**src/rtl/weight_mux_ctrl_if.sv**
```systemverilog
// Handshake/bus bundle for the weight mux job sequencer.
// master = job/descriptor source and consumer of the mux drive; slave = sequencer.
interface weight_mux_ctrl_if #(
    parameter int ADDR_W = 10,
    parameter int CNT_W  = 8
);
    logic              start;
    logic              mod_cfg;
    logic [CNT_W-1:0]  num_groups;
    logic [ADDR_W-1:0] base_addr;
    logic              hold;
    logic              desc_valid;
    logic [6:0]        desc_data;
    logic              desc_ready;
    logic              wgt_rd_en;
    logic [ADDR_W-1:0] wgt_rd_addr;
    logic              sel;
    logic              mod;
    logic [5:0]        addr;
    logic              out_valid;
    logic              out_last;
    logic              busy;
    logic              done;

    modport master (
        output start, mod_cfg, num_groups, base_addr, hold, desc_valid, desc_data,
        input  desc_ready, wgt_rd_en, wgt_rd_addr, sel, mod, addr,
               out_valid, out_last, busy, done
    );

    modport slave (
        input  start, mod_cfg, num_groups, base_addr, hold, desc_valid, desc_data,
        output desc_ready, wgt_rd_en, wgt_rd_addr, sel, mod, addr,
               out_valid, out_last, busy, done
    );
endinterface

```
**src/rtl/weight_mux_ctrl.sv**
```systemverilog
// Job sequencer for the mixed-precision weight mux: walks N weight groups out of
// SRAM, pops one outlier descriptor per group, drives mux sel/mod/addr in step with
// SRAM read data and tags the mux output after the mux pipeline delay.
module weight_mux_ctrl #(
    parameter int ADDR_W     = 10,
    parameter int CNT_W      = 8,
    parameter int FIFO_DEPTH = 4,
    parameter int MUX_LAT    = 2
) (
    input  logic             clk,
    input  logic             rst_n,
    weight_mux_ctrl_if.slave bus
);
    localparam int PTR_W = (FIFO_DEPTH > 1) ? $clog2(FIFO_DEPTH) : 1;
    localparam int PW    = MUX_LAT + 1;

    typedef enum logic [1:0] {IDLE, RUN, DRAIN, DONE} state_t;

    state_t            state_q, state_d;
    logic              mod_cfg_q;
    logic [CNT_W-1:0]  num_q;
    logic [CNT_W-1:0]  grp_cnt_q;
    logic [ADDR_W-1:0] base_q;

    logic              issue, last_issue, pipe_empty;
    logic              busy, done;

    // descriptor FIFO
    logic [6:0]        fifo_mem_q [FIFO_DEPTH];
    logic [PTR_W-1:0]  rd_ptr_q, wr_ptr_q;
    logic [PTR_W:0]    cnt_q;
    logic              fifo_empty, fifo_full, push, pop;
    logic [6:0]        head;

    // mux drive stage (aligned with SRAM read data) and output tag pipes
    logic              sel_q, mod_q;
    logic [5:0]        addr_q;
    logic [MUX_LAT:0]  vld_pipe_q, last_pipe_q;

    assign fifo_empty = (cnt_q == '0);
    assign fifo_full  = (cnt_q == (PTR_W+1)'(FIFO_DEPTH));
    assign head       = fifo_mem_q[rd_ptr_q];
    // A pop frees a slot only at the clock edge, so a full FIFO refuses the push.
    assign push       = bus.desc_valid && !fifo_full;
    assign pop        = issue && !mod_cfg_q;
    assign last_issue = issue && (grp_cnt_q == num_q - CNT_W'(1));
    assign pipe_empty = (vld_pipe_q == '0);

    // FSM state register
    always_ff @(posedge clk or negedge rst_n) begin
        if (!rst_n) state_q <= IDLE;
        else        state_q <= state_d;
    end

    // FSM next-state logic; start is only honoured in IDLE
    always_comb begin
        state_d = state_q;
        case (state_q)
            IDLE:    if (bus.start) state_d = (bus.num_groups == '0) ? DONE : RUN;
            RUN:     if (last_issue) state_d = DRAIN;
            DRAIN:   if (pipe_empty) state_d = DONE;
            DONE:    state_d = IDLE;
            default: state_d = IDLE;
        endcase
    end

    // FSM outputs: issue gating, busy and done
    always_comb begin
        issue = 1'b0;
        busy  = 1'b1;
        done  = 1'b0;
        case (state_q)
            IDLE:    busy  = 1'b0;
            RUN:     issue = !bus.hold && (mod_cfg_q || !fifo_empty);
            DONE:    done  = 1'b1;
            default: ;
        endcase
    end

    // Job parameters latched at start; group counter advances per issue
    always_ff @(posedge clk or negedge rst_n) begin
        if (!rst_n) begin
            mod_cfg_q <= 1'b0;
            num_q     <= '0;
            base_q    <= '0;
            grp_cnt_q <= '0;
        end else if (state_q == IDLE && bus.start) begin
            mod_cfg_q <= bus.mod_cfg;
            num_q     <= bus.num_groups;
            base_q    <= bus.base_addr;
            grp_cnt_q <= '0;
        end else if (issue) begin
            grp_cnt_q <= grp_cnt_q + CNT_W'(1);
        end
    end

    // FIFO pointers and occupancy; pointers wrap with the power-of-2 depth
    always_ff @(posedge clk or negedge rst_n) begin
        if (!rst_n) begin
            rd_ptr_q <= '0;
            wr_ptr_q <= '0;
            cnt_q    <= '0;
        end else begin
            if (push) wr_ptr_q <= wr_ptr_q + PTR_W'(1);
            if (pop)  rd_ptr_q <= rd_ptr_q + PTR_W'(1);
            cnt_q <= cnt_q + (PTR_W+1)'(push) - (PTR_W+1)'(pop);
        end
    end

    // FIFO storage; contents are don't-care until written, so no reset
    always_ff @(posedge clk) begin
        if (push) fifo_mem_q[wr_ptr_q] <= bus.desc_data;
    end

    // Mux drive, registered so it lines up with SRAM data one cycle after issue
    always_ff @(posedge clk or negedge rst_n) begin
        if (!rst_n) begin
            sel_q  <= 1'b0;
            mod_q  <= 1'b0;
            addr_q <= '0;
        end else if (issue) begin
            if (mod_cfg_q) begin
                mod_q  <= 1'b1;
                sel_q  <= 1'b0;
                addr_q <= '0;
            end else begin
                mod_q  <= 1'b0;
                sel_q  <= head[6];
                addr_q <= head[6] ? head[5:0] : 6'd0;
            end
        end else begin
            sel_q <= 1'b0;
            mod_q <= 1'b0;
        end
    end

    // Output tag pipes: issue and last-issue delayed MUX_LAT+1 cycles
    always_ff @(posedge clk or negedge rst_n) begin
        if (!rst_n) begin
            vld_pipe_q  <= '0;
            last_pipe_q <= '0;
        end else begin
            vld_pipe_q  <= (vld_pipe_q << 1)  | PW'(issue);
            last_pipe_q <= (last_pipe_q << 1) | PW'(last_issue);
        end
    end

    assign bus.desc_ready  = !fifo_full;
    assign bus.wgt_rd_en   = issue;
    assign bus.wgt_rd_addr = issue ? base_q + ADDR_W'(grp_cnt_q) : '0;
    assign bus.sel         = sel_q;
    assign bus.mod         = mod_q;
    assign bus.addr        = addr_q;
    assign bus.out_valid   = vld_pipe_q[MUX_LAT];
    assign bus.out_last    = last_pipe_q[MUX_LAT];
    assign bus.busy        = busy;
    assign bus.done        = done;
endmodule

```
**src/flat_wrapper.sv**
```systemverilog
// flat-port wrapper written by rule: the top's interface ports become plain ports
module weight_mux_ctrl_flat 
#(
    parameter int ADDR_W     = 10,
    parameter int CNT_W      = 8,
    parameter int FIFO_DEPTH = 4,
    parameter int MUX_LAT    = 2
)
  (clk, rst_n, bus_start, bus_mod_cfg, bus_num_groups, bus_base_addr, bus_hold, bus_desc_valid, bus_desc_data, bus_desc_ready, bus_wgt_rd_en, bus_wgt_rd_addr, bus_sel, bus_mod, bus_addr, bus_out_valid, bus_out_last, bus_busy, bus_done);
  weight_mux_ctrl_if #(.ADDR_W(ADDR_W), .CNT_W(CNT_W)) bus_i ();
  input  logic clk;
  input  logic rst_n;
  input wire logic [$bits(bus_i.start)-1:0] bus_start;
  input wire logic [$bits(bus_i.mod_cfg)-1:0] bus_mod_cfg;
  input wire logic [$bits(bus_i.num_groups)-1:0] bus_num_groups;
  input wire logic [$bits(bus_i.base_addr)-1:0] bus_base_addr;
  input wire logic [$bits(bus_i.hold)-1:0] bus_hold;
  input wire logic [$bits(bus_i.desc_valid)-1:0] bus_desc_valid;
  input wire logic [$bits(bus_i.desc_data)-1:0] bus_desc_data;
  output wire logic [$bits(bus_i.desc_ready)-1:0] bus_desc_ready;
  output wire logic [$bits(bus_i.wgt_rd_en)-1:0] bus_wgt_rd_en;
  output wire logic [$bits(bus_i.wgt_rd_addr)-1:0] bus_wgt_rd_addr;
  output wire logic [$bits(bus_i.sel)-1:0] bus_sel;
  output wire logic [$bits(bus_i.mod)-1:0] bus_mod;
  output wire logic [$bits(bus_i.addr)-1:0] bus_addr;
  output wire logic [$bits(bus_i.out_valid)-1:0] bus_out_valid;
  output wire logic [$bits(bus_i.out_last)-1:0] bus_out_last;
  output wire logic [$bits(bus_i.busy)-1:0] bus_busy;
  output wire logic [$bits(bus_i.done)-1:0] bus_done;
  assign bus_i.start = bus_start;
  assign bus_i.mod_cfg = bus_mod_cfg;
  assign bus_i.num_groups = bus_num_groups;
  assign bus_i.base_addr = bus_base_addr;
  assign bus_i.hold = bus_hold;
  assign bus_i.desc_valid = bus_desc_valid;
  assign bus_i.desc_data = bus_desc_data;
  assign bus_desc_ready = bus_i.desc_ready;
  assign bus_wgt_rd_en = bus_i.wgt_rd_en;
  assign bus_wgt_rd_addr = bus_i.wgt_rd_addr;
  assign bus_sel = bus_i.sel;
  assign bus_mod = bus_i.mod;
  assign bus_addr = bus_i.addr;
  assign bus_out_valid = bus_i.out_valid;
  assign bus_out_last = bus_i.out_last;
  assign bus_busy = bus_i.busy;
  assign bus_done = bus_i.done;
  weight_mux_ctrl #(.ADDR_W(ADDR_W), .CNT_W(CNT_W), .FIFO_DEPTH(FIFO_DEPTH), .MUX_LAT(MUX_LAT)) u_core (.clk(clk), .rst_n(rst_n), .bus(bus_i));
endmodule
```
**config.mk**
```make
export PLATFORM = sky130hd
export DESIGN_NAME = weight_mux_ctrl_flat
export DESIGN_NICKNAME = d
export VERILOG_FILES = /design/src/rtl/weight_mux_ctrl_if.sv /design/src/rtl/weight_mux_ctrl.sv /design/src/flat_wrapper.sv
export SDC_FILE = /design/constraint.sdc
export NUM_CORES = 1
export LEC_CHECK = 0
export BUFFER_PORTS_ARGS = -buffer_cell sky130_fd_sc_hd__clkbuf_2
export CAP_MARGIN = 10
export CORE_MARGIN = 2
export CORE_UTILIZATION = 50
export DETAILED_ROUTE_END_ITERATION = 10
export PLACE_DENSITY_LB_ADDON = 0.3
export SYNTH_ARGS = -nofsm -noshare
export SYNTH_HDL_FRONTEND = slang
export SYNTH_SLANG_ARGS = --single-unit
```
**constraint.sdc**
```tcl
create_clock -name clk -period 2.9 [get_ports clk]
set_input_delay 0.58 -clock clk [delete_from_list [all_inputs] [get_ports clk]]
set_output_delay 0.58 -clock clk [all_outputs]
set_load 0.02 [all_outputs]
```
* After elaboration in Yosys (flattened, before gate mapping) *
Memories as Yosys holds them, arrays and structs flattened.
Index checks and enable logic that the tools add are counted.

storage, ports and cells
  register bits = 50
  input bits = 31
  word-level logic and storage cells = 66
  memories = 1
  RAM bits = 28

cells by class
  $add $sub $neg = 7
  equality and inequality tests = 8
  bitwise gates (word level) = 2
  reduce and logical (&&, ||, !) cells = 16
  mux-type cells = 19

memory list
  memory             words  width  read ports  clocked after Yosys merged registers in  write ports  line                   RTL
  u_core.fifo_mem_q  4      7      1           0                                        1            weight_mux_ctrl.sv:29  logic [6:0] fifo_mem_q [FIFO_DEPTH];

operators with widths
  kind                   number
  $mux W8                2
  $mux W6                2
  $add A10 B8 Y10        1
  $mux W10               1
  $mux W1                9
  $add A8 B1 Y8 const B  1
  $eq A8 B8 Y1           1
  $logic_not A8 Y1       1
  $mux W2                4
  $pmux W2 S4            1
  $sub A8 B1 Y8 const B  1
  $logic_not A3 Y1       2
  $or A3 B1 Y3           2
  $logic_and A1 B1 Y1    5
  $add A2 B1 Y2 const B  2
  $eq A2 B2 Y1 const B   2
  $logic_not A1 Y1       4
  $ne A2 B1 Y1 const B   2
  $add A3 B1 Y3          1
  $eq A3 B3 Y1 const B   1
  $reduce_and A3 Y1      1
  $sub A3 B1 Y3          1
  $eq A2 B1 Y1 const B   1
  $logic_not A2 Y1       1
  3 further kinds        3

* Depth between registers and ports, before layout *
  depth after elaboration = 8
  mapped depth = 9

* Least setup slack after synthesis *
No wires, ideal clock.

  path type = register to output
  from = register u_core.grp_cnt_q[0]
  to = output bus_wgt_rd_addr[8]
  buffers on the path = 0
  cell stages (with the launch flop) = 9
  data arrival time = 2263 ps
  path slack = 57 ps
  required time = 2320 ps
  cell sequence = dfrtp_1 ha_1 fa_1 a21o_1 a21oi_1 o21bai_1 a2111oi_0 o211ai_1 nand2_1

between the ends
  longest elaborated chain between the ends = 2

ends and longest elaborated chain
  what                    line                    RTL
  start, declared         weight_mux_ctrl.sv:22   logic [CNT_W-1:0] grp_cnt_q;
  start signal, assigned  weight_mux_ctrl.sv:93   grp_cnt_q <= grp_cnt_q + CNT_W'(1);
  $add A10 B8 Y10         weight_mux_ctrl.sv:150  assign bus.wgt_rd_addr = issue ? base_q + ADDR_W'(grp_cnt_q) : '0;
  $mux W10                weight_mux_ctrl.sv:150
  end, declared           flat_wrapper.sv:22      output wire logic [$bits(bus_i.wgt_rd_addr)-1:0] bus_wgt_rd_addr;

Every way passes these cells.

* Worst setup path after layout *
  from = register u_core.base_q[0]
  to = output bus_wgt_rd_addr[8]

between the ends
  longest elaborated chain between the ends = 2

ends and longest elaborated chain
  what                    line                    RTL
  start, declared         weight_mux_ctrl.sv:23   logic [ADDR_W-1:0] base_q;
  start signal, assigned  weight_mux_ctrl.sv:90   base_q <= bus.base_addr;
  $add A10 B8 Y10         weight_mux_ctrl.sv:150
  $mux W10                weight_mux_ctrl.sv:150

Every way passes these cells.

==> run_results.csv <==
group,metric,value,unit
worst_setup_path,r2r-end,"u_core.cnt_q[2]$_DFF_PN0_",
logic_synthesis,syn_inst,326,
pwr,p_switching,1.663,mW
pwr,leakage,2.131,nW
timing,skew,0.01023,ns
logic_synthesis,avgSynthCellArea,11.58,sq um
floorplan,die_height,90.89,um
pwr,power_density,962.1,nW/um^2
clock_tree,clock_path_buffers,2,
clock_tree,cts_tree,"done",
drt,drcViolationCount,0,
placement,portBuffers,54,
logic_synthesis,synthesis.nets,380,
outcome,outcome,"complete, but fails checks",
layout,diodes,0,
drt,final_antenna_net_count,0,
worst_setup_path,reg2regPathDepth,8,
floorplan,start_util,0.5177,
worst_setup_path,cp_slowest_stage_delay,0.39,ns
floorplan,die-width,90.89,um
grt,antenna_found_initial,0,
floorplan,die_area,8261,sq um
logic_synthesis,synth.area.top_cells,"dfrtp_1 (33%), edfxtp_1 (22%), ha_1 (7.0%)",
worst_setup_path,r2r_setup_slack,0.45,ns
drt,wl,7.272,mm
layout,nets,450,
pwr,pwr-share-comb,0.392,
drt,wire_per_inst,14.54,um
worst_setup_path,crit_arrival,2.44,ns
floorplan,rows,31,
timing,final-hold-violation-count,0,
worst_setup_path,path_class,"reg2out",
layout,drive_above_1_share,0.2818,
grt,first_global_vias,2650,
worst_setup_path,startpoint_type,"register",
clock_tree,htreeDepth,3,
logic_synthesis,ys_warn_count,0,
drt,dr.pass1.iters,4,
worst_setup_path,critPathSlowestCell,"dfrtp_1",
worst_setup_path,path_max_fanout,2,
clock_tree,postCtsHoldBufs,0,
logic_synthesis,synth_top_area_share,0.3315,
clock_tree,cts_sinks,78,
logic_synthesis,async_flop_share,0.6410,
worst_setup_path,r2r-start,"u_core.mod_cfg_q$_DFFE_PN0P_",
clock_tree,cts_buffers,9,
timing,fmax,330.6,MHz
grt,grt_pass1_wl,12.36,mm
pwr,vdd_drop_max,0.0005925,V
timing,setup-violations-final,3,
worst_setup_path,end_kind,"output pin",
logic_synthesis,synth-main-ff-cell,"dfrtp_1",
clock_tree,worstSkewPairLatency,0.36,ns
layout,final_util,0.6237,
layout,area_delta_synth_final,20.48,%
worst_setup_path,crit_family,"compound AO/OA/AOI/OAI gates",
worst_setup_path,crit_chain,"ha_2, fa_2, a21o_1, a21oi_2, o21bai_2, a2111oi_4, or4_1, nand2_1, clkbuf_8",
logic_synthesis,syn_area,3775,sq um
logic_synthesis,ys_seq_elements,78,
logic_synthesis,synth.distinct_cells,53,
timing,slew_viol_final,0,
clock_tree,clk_pin_slew,0.09,ns
worst_setup_path,crit_required,2.32,ns
timing,fin_ws,-0.1244,ns
timing,fin_setup_tns,-0.1798,ns
pwr,power_frac_clock,0.198,
outcome,violations,"negative setup slack",
layout,fill_cells,622,
timing,period_share,1.043,
clock_tree,ctsRootBufferMaster,"clkbuf_8",
timing,finalCriticalPeriod,3.024,ns
placement,pre_cts_slack,-0.08145,ns
placement,dpl.hpwl,5.221,mm
drt,vias,2576,
pwr,p_int,2.713,mW
drt,viasPerCell,5.152,
logic_synthesis,yosys.area.top_type,"dfrtp_1",
timing,slew_headroom,0.4378,
grt,grt_start_max_net_pins,36,
floorplan,top_level_ports,55,
drt,dr.first_iter.drc_count,128,
pwr,seqPwrFrac,0.410,
worst_setup_path,critPathBufInv,1,
floorplan,design.core.area,7292,sq um
worst_hold_path,min_path_type,"in2async",
timing,worstMarginPinSlew,0.8433,ns
pwr,finalPower,4.376,mW
grt,grt.total_usage,0.1930,
grt,globalRouteOverflowTotal,0,
flow_run,max_cap_violations,0,
timing,rsz0062_at_grt,"yes",
placement,gp_congestion,0.7915,
pwr,swShare,0.3800,
logic_synthesis,yosysSeqAreaShare,0.5542,
logic_synthesis,synth_edf_count,28,
[cells in the mapped netlist (all sizes together) (5+ instances only)]
library cell and instances:
a21oi 6, a22o 6, and2 5, and3 7, clkbuf 7, dfrtp 50
edfxtp 28, ha 21, inv 19, mux4 7, nand2 64, nor2 19
nor4 6, o21ai 9, xnor2 16, xor2 8
[sequential cells by signal (all words and copies together), names as in the netlist]
register            cells
u_core.base_q          10
u_core.grp_cnt_q        8
u_core.mod_cfg_q        1
u_core.cnt_q            3
u_core.vld_pipe_q       3
u_core.rd_ptr_q         2
u_core.last_pipe_q      3
u_core.bus.addr         6
u_core.bus.sel          1
u_core.wr_ptr_q         2
u_core.num_q            8
u_core.fifo_mem_q      28
u_core.state_q          2
u_core.bus.mod          1
[stage by stage]
stage | area [sq um] | instances | hold slack [ns]
CTS | 4506 | 500 | 0.3438
global route | 4548 | 500 | 0.3572
floorplan | 3775 | 326 | 0.2844
global placement | 4232 | 483 | 0.3326
detailed placement | 4232 | 483 | 0.3355
finish | 4548 | 500 | 0.3181
[how the worst max path moves through the flow]
stage	startpoint	end	slack (ns)	depth (start not counted)
finish	u_core.base_q[0]$_DFFE_PN0P_	bus_wgt_rd_addr[8]	-0.12	9
global route	u_core.base_q[0]$_DFFE_PN0P_	bus_wgt_rd_addr[8]	-0.26	9
CTS	u_core.base_q[0]$_DFFE_PN0P_	bus_wgt_rd_addr[8]	-0.12	9
detailed placement	u_core.base_q[0]$_DFFE_PN0P_	bus_wgt_rd_addr[8]	-0.08	9
global placement	u_core.base_q[0]$_DFFE_PN0P_	bus_wgt_rd_addr[8]	0.02	9
floorplan	u_core.grp_cnt_q[0]$_DFFE_PN0P_	bus_wgt_rd_addr[8]	0.06	8
[kinds of logic (layout without fill, tap and decap cells)]
family	after synthesis	count (layout)	synth area share
buf+inv	28	103	0.02817
mux	9	9	0.04707
simple gates	123	123	0.1541
flops	78	78	0.5542
compound gates	41	41	0.08055
fa+ha+maj	23	23	0.08021
xor+xnor	24	24	0.05568
[power groups by stage]
| stage | sequential (mW) | combinational, mW | clock [mW] |
|---|---|---|---|
| 2_1_floorplan | 1.77 | 1.21 | 0 |
| 3_3_place_gp | 1.80 | 1.62 | 0 |
| 3_5_place_dp | 1.82 | 1.66 | 0 |
| 4_1_cts | 1.80 | 1.71 | 0.879 |
| 5_1_grt | 1.85 | 1.92 | 0.921 |
| 6_report | 1.79 | 1.72 | 0.867 |
[worst register-to-register path, stage by stage, from the launching register on]
cell	delay, ns
dfrtp_1	0.41
or4_1	0.52
nand3b_2	0.22
nor2_1	0.15
ha_1	0.30
inv_1	0.04
ha_1	0.18
fa_1	0.38
xnor2_1	0.13
[final cells by class]
cell class,instances,area [sq um],share of cell area
multi-input combinational,220,1652,0.3631
sequential,78,2092,0.4600
clock buffer,9,123.9,0.02724
tap,99,123.9,0.02724
clock inverter,7,87.58,0.01926
inverter,19,71.32,0.01568
timing repair buffer,68,397.9,0.08748
[placed cells by master (no fill, tap or decap), types with 2 or more instances in the layout]
cell      synthesis  routed
clkbuf_8          0      10
buf_4             0      16
nand3_1           4       4
inv_8             0       2
o211ai_1          3       3
nand2b_1          3       3
and3_1            7       7
mux2i_1           2       2
inv_6             0       2
o21ai_0           8       7
a21oi_2           0       4
a22o_1            6       6
a21o_1            3       3
xnor2_1          16      16
nor3_1            2       2
nor4_1            5       5
xor2_1            8       8
o21ai_2           1       2
edfxtp_1         28      28
or4_1             2       2
clkinv_4          0       2
and2_1            4       4
ha_1             21      19
nand2_1          64      64
a21oi_1           6       2
inv_1            19      19
mux4_2            7       7
clkbuf_2          0      49
nor2_1           19      18
dfrtp_1          50      50
[metal layers]
layer	part of all wire	GRT usage	wire length, um	up-vias
met5	0	0	0	-
met4	0.017	0.06944	123	0
met3	0.032	0.05259	230	10
met2	0.51	0.3302	3684	37
met1	0.44	0.2353	3235	1242
li1	-	-	-	1287
[timing repair]
| item | in CTS | in global routing |
|---|---|---|
| gates resized for setup | 16 | 11 |
| endpoints found under the setup margin | 5 | 4 |
| pin swaps | 5 | 0 |
| buffers inserted | 2 | 0 |
No activity file was read; power rests on OpenSTA's default activity.
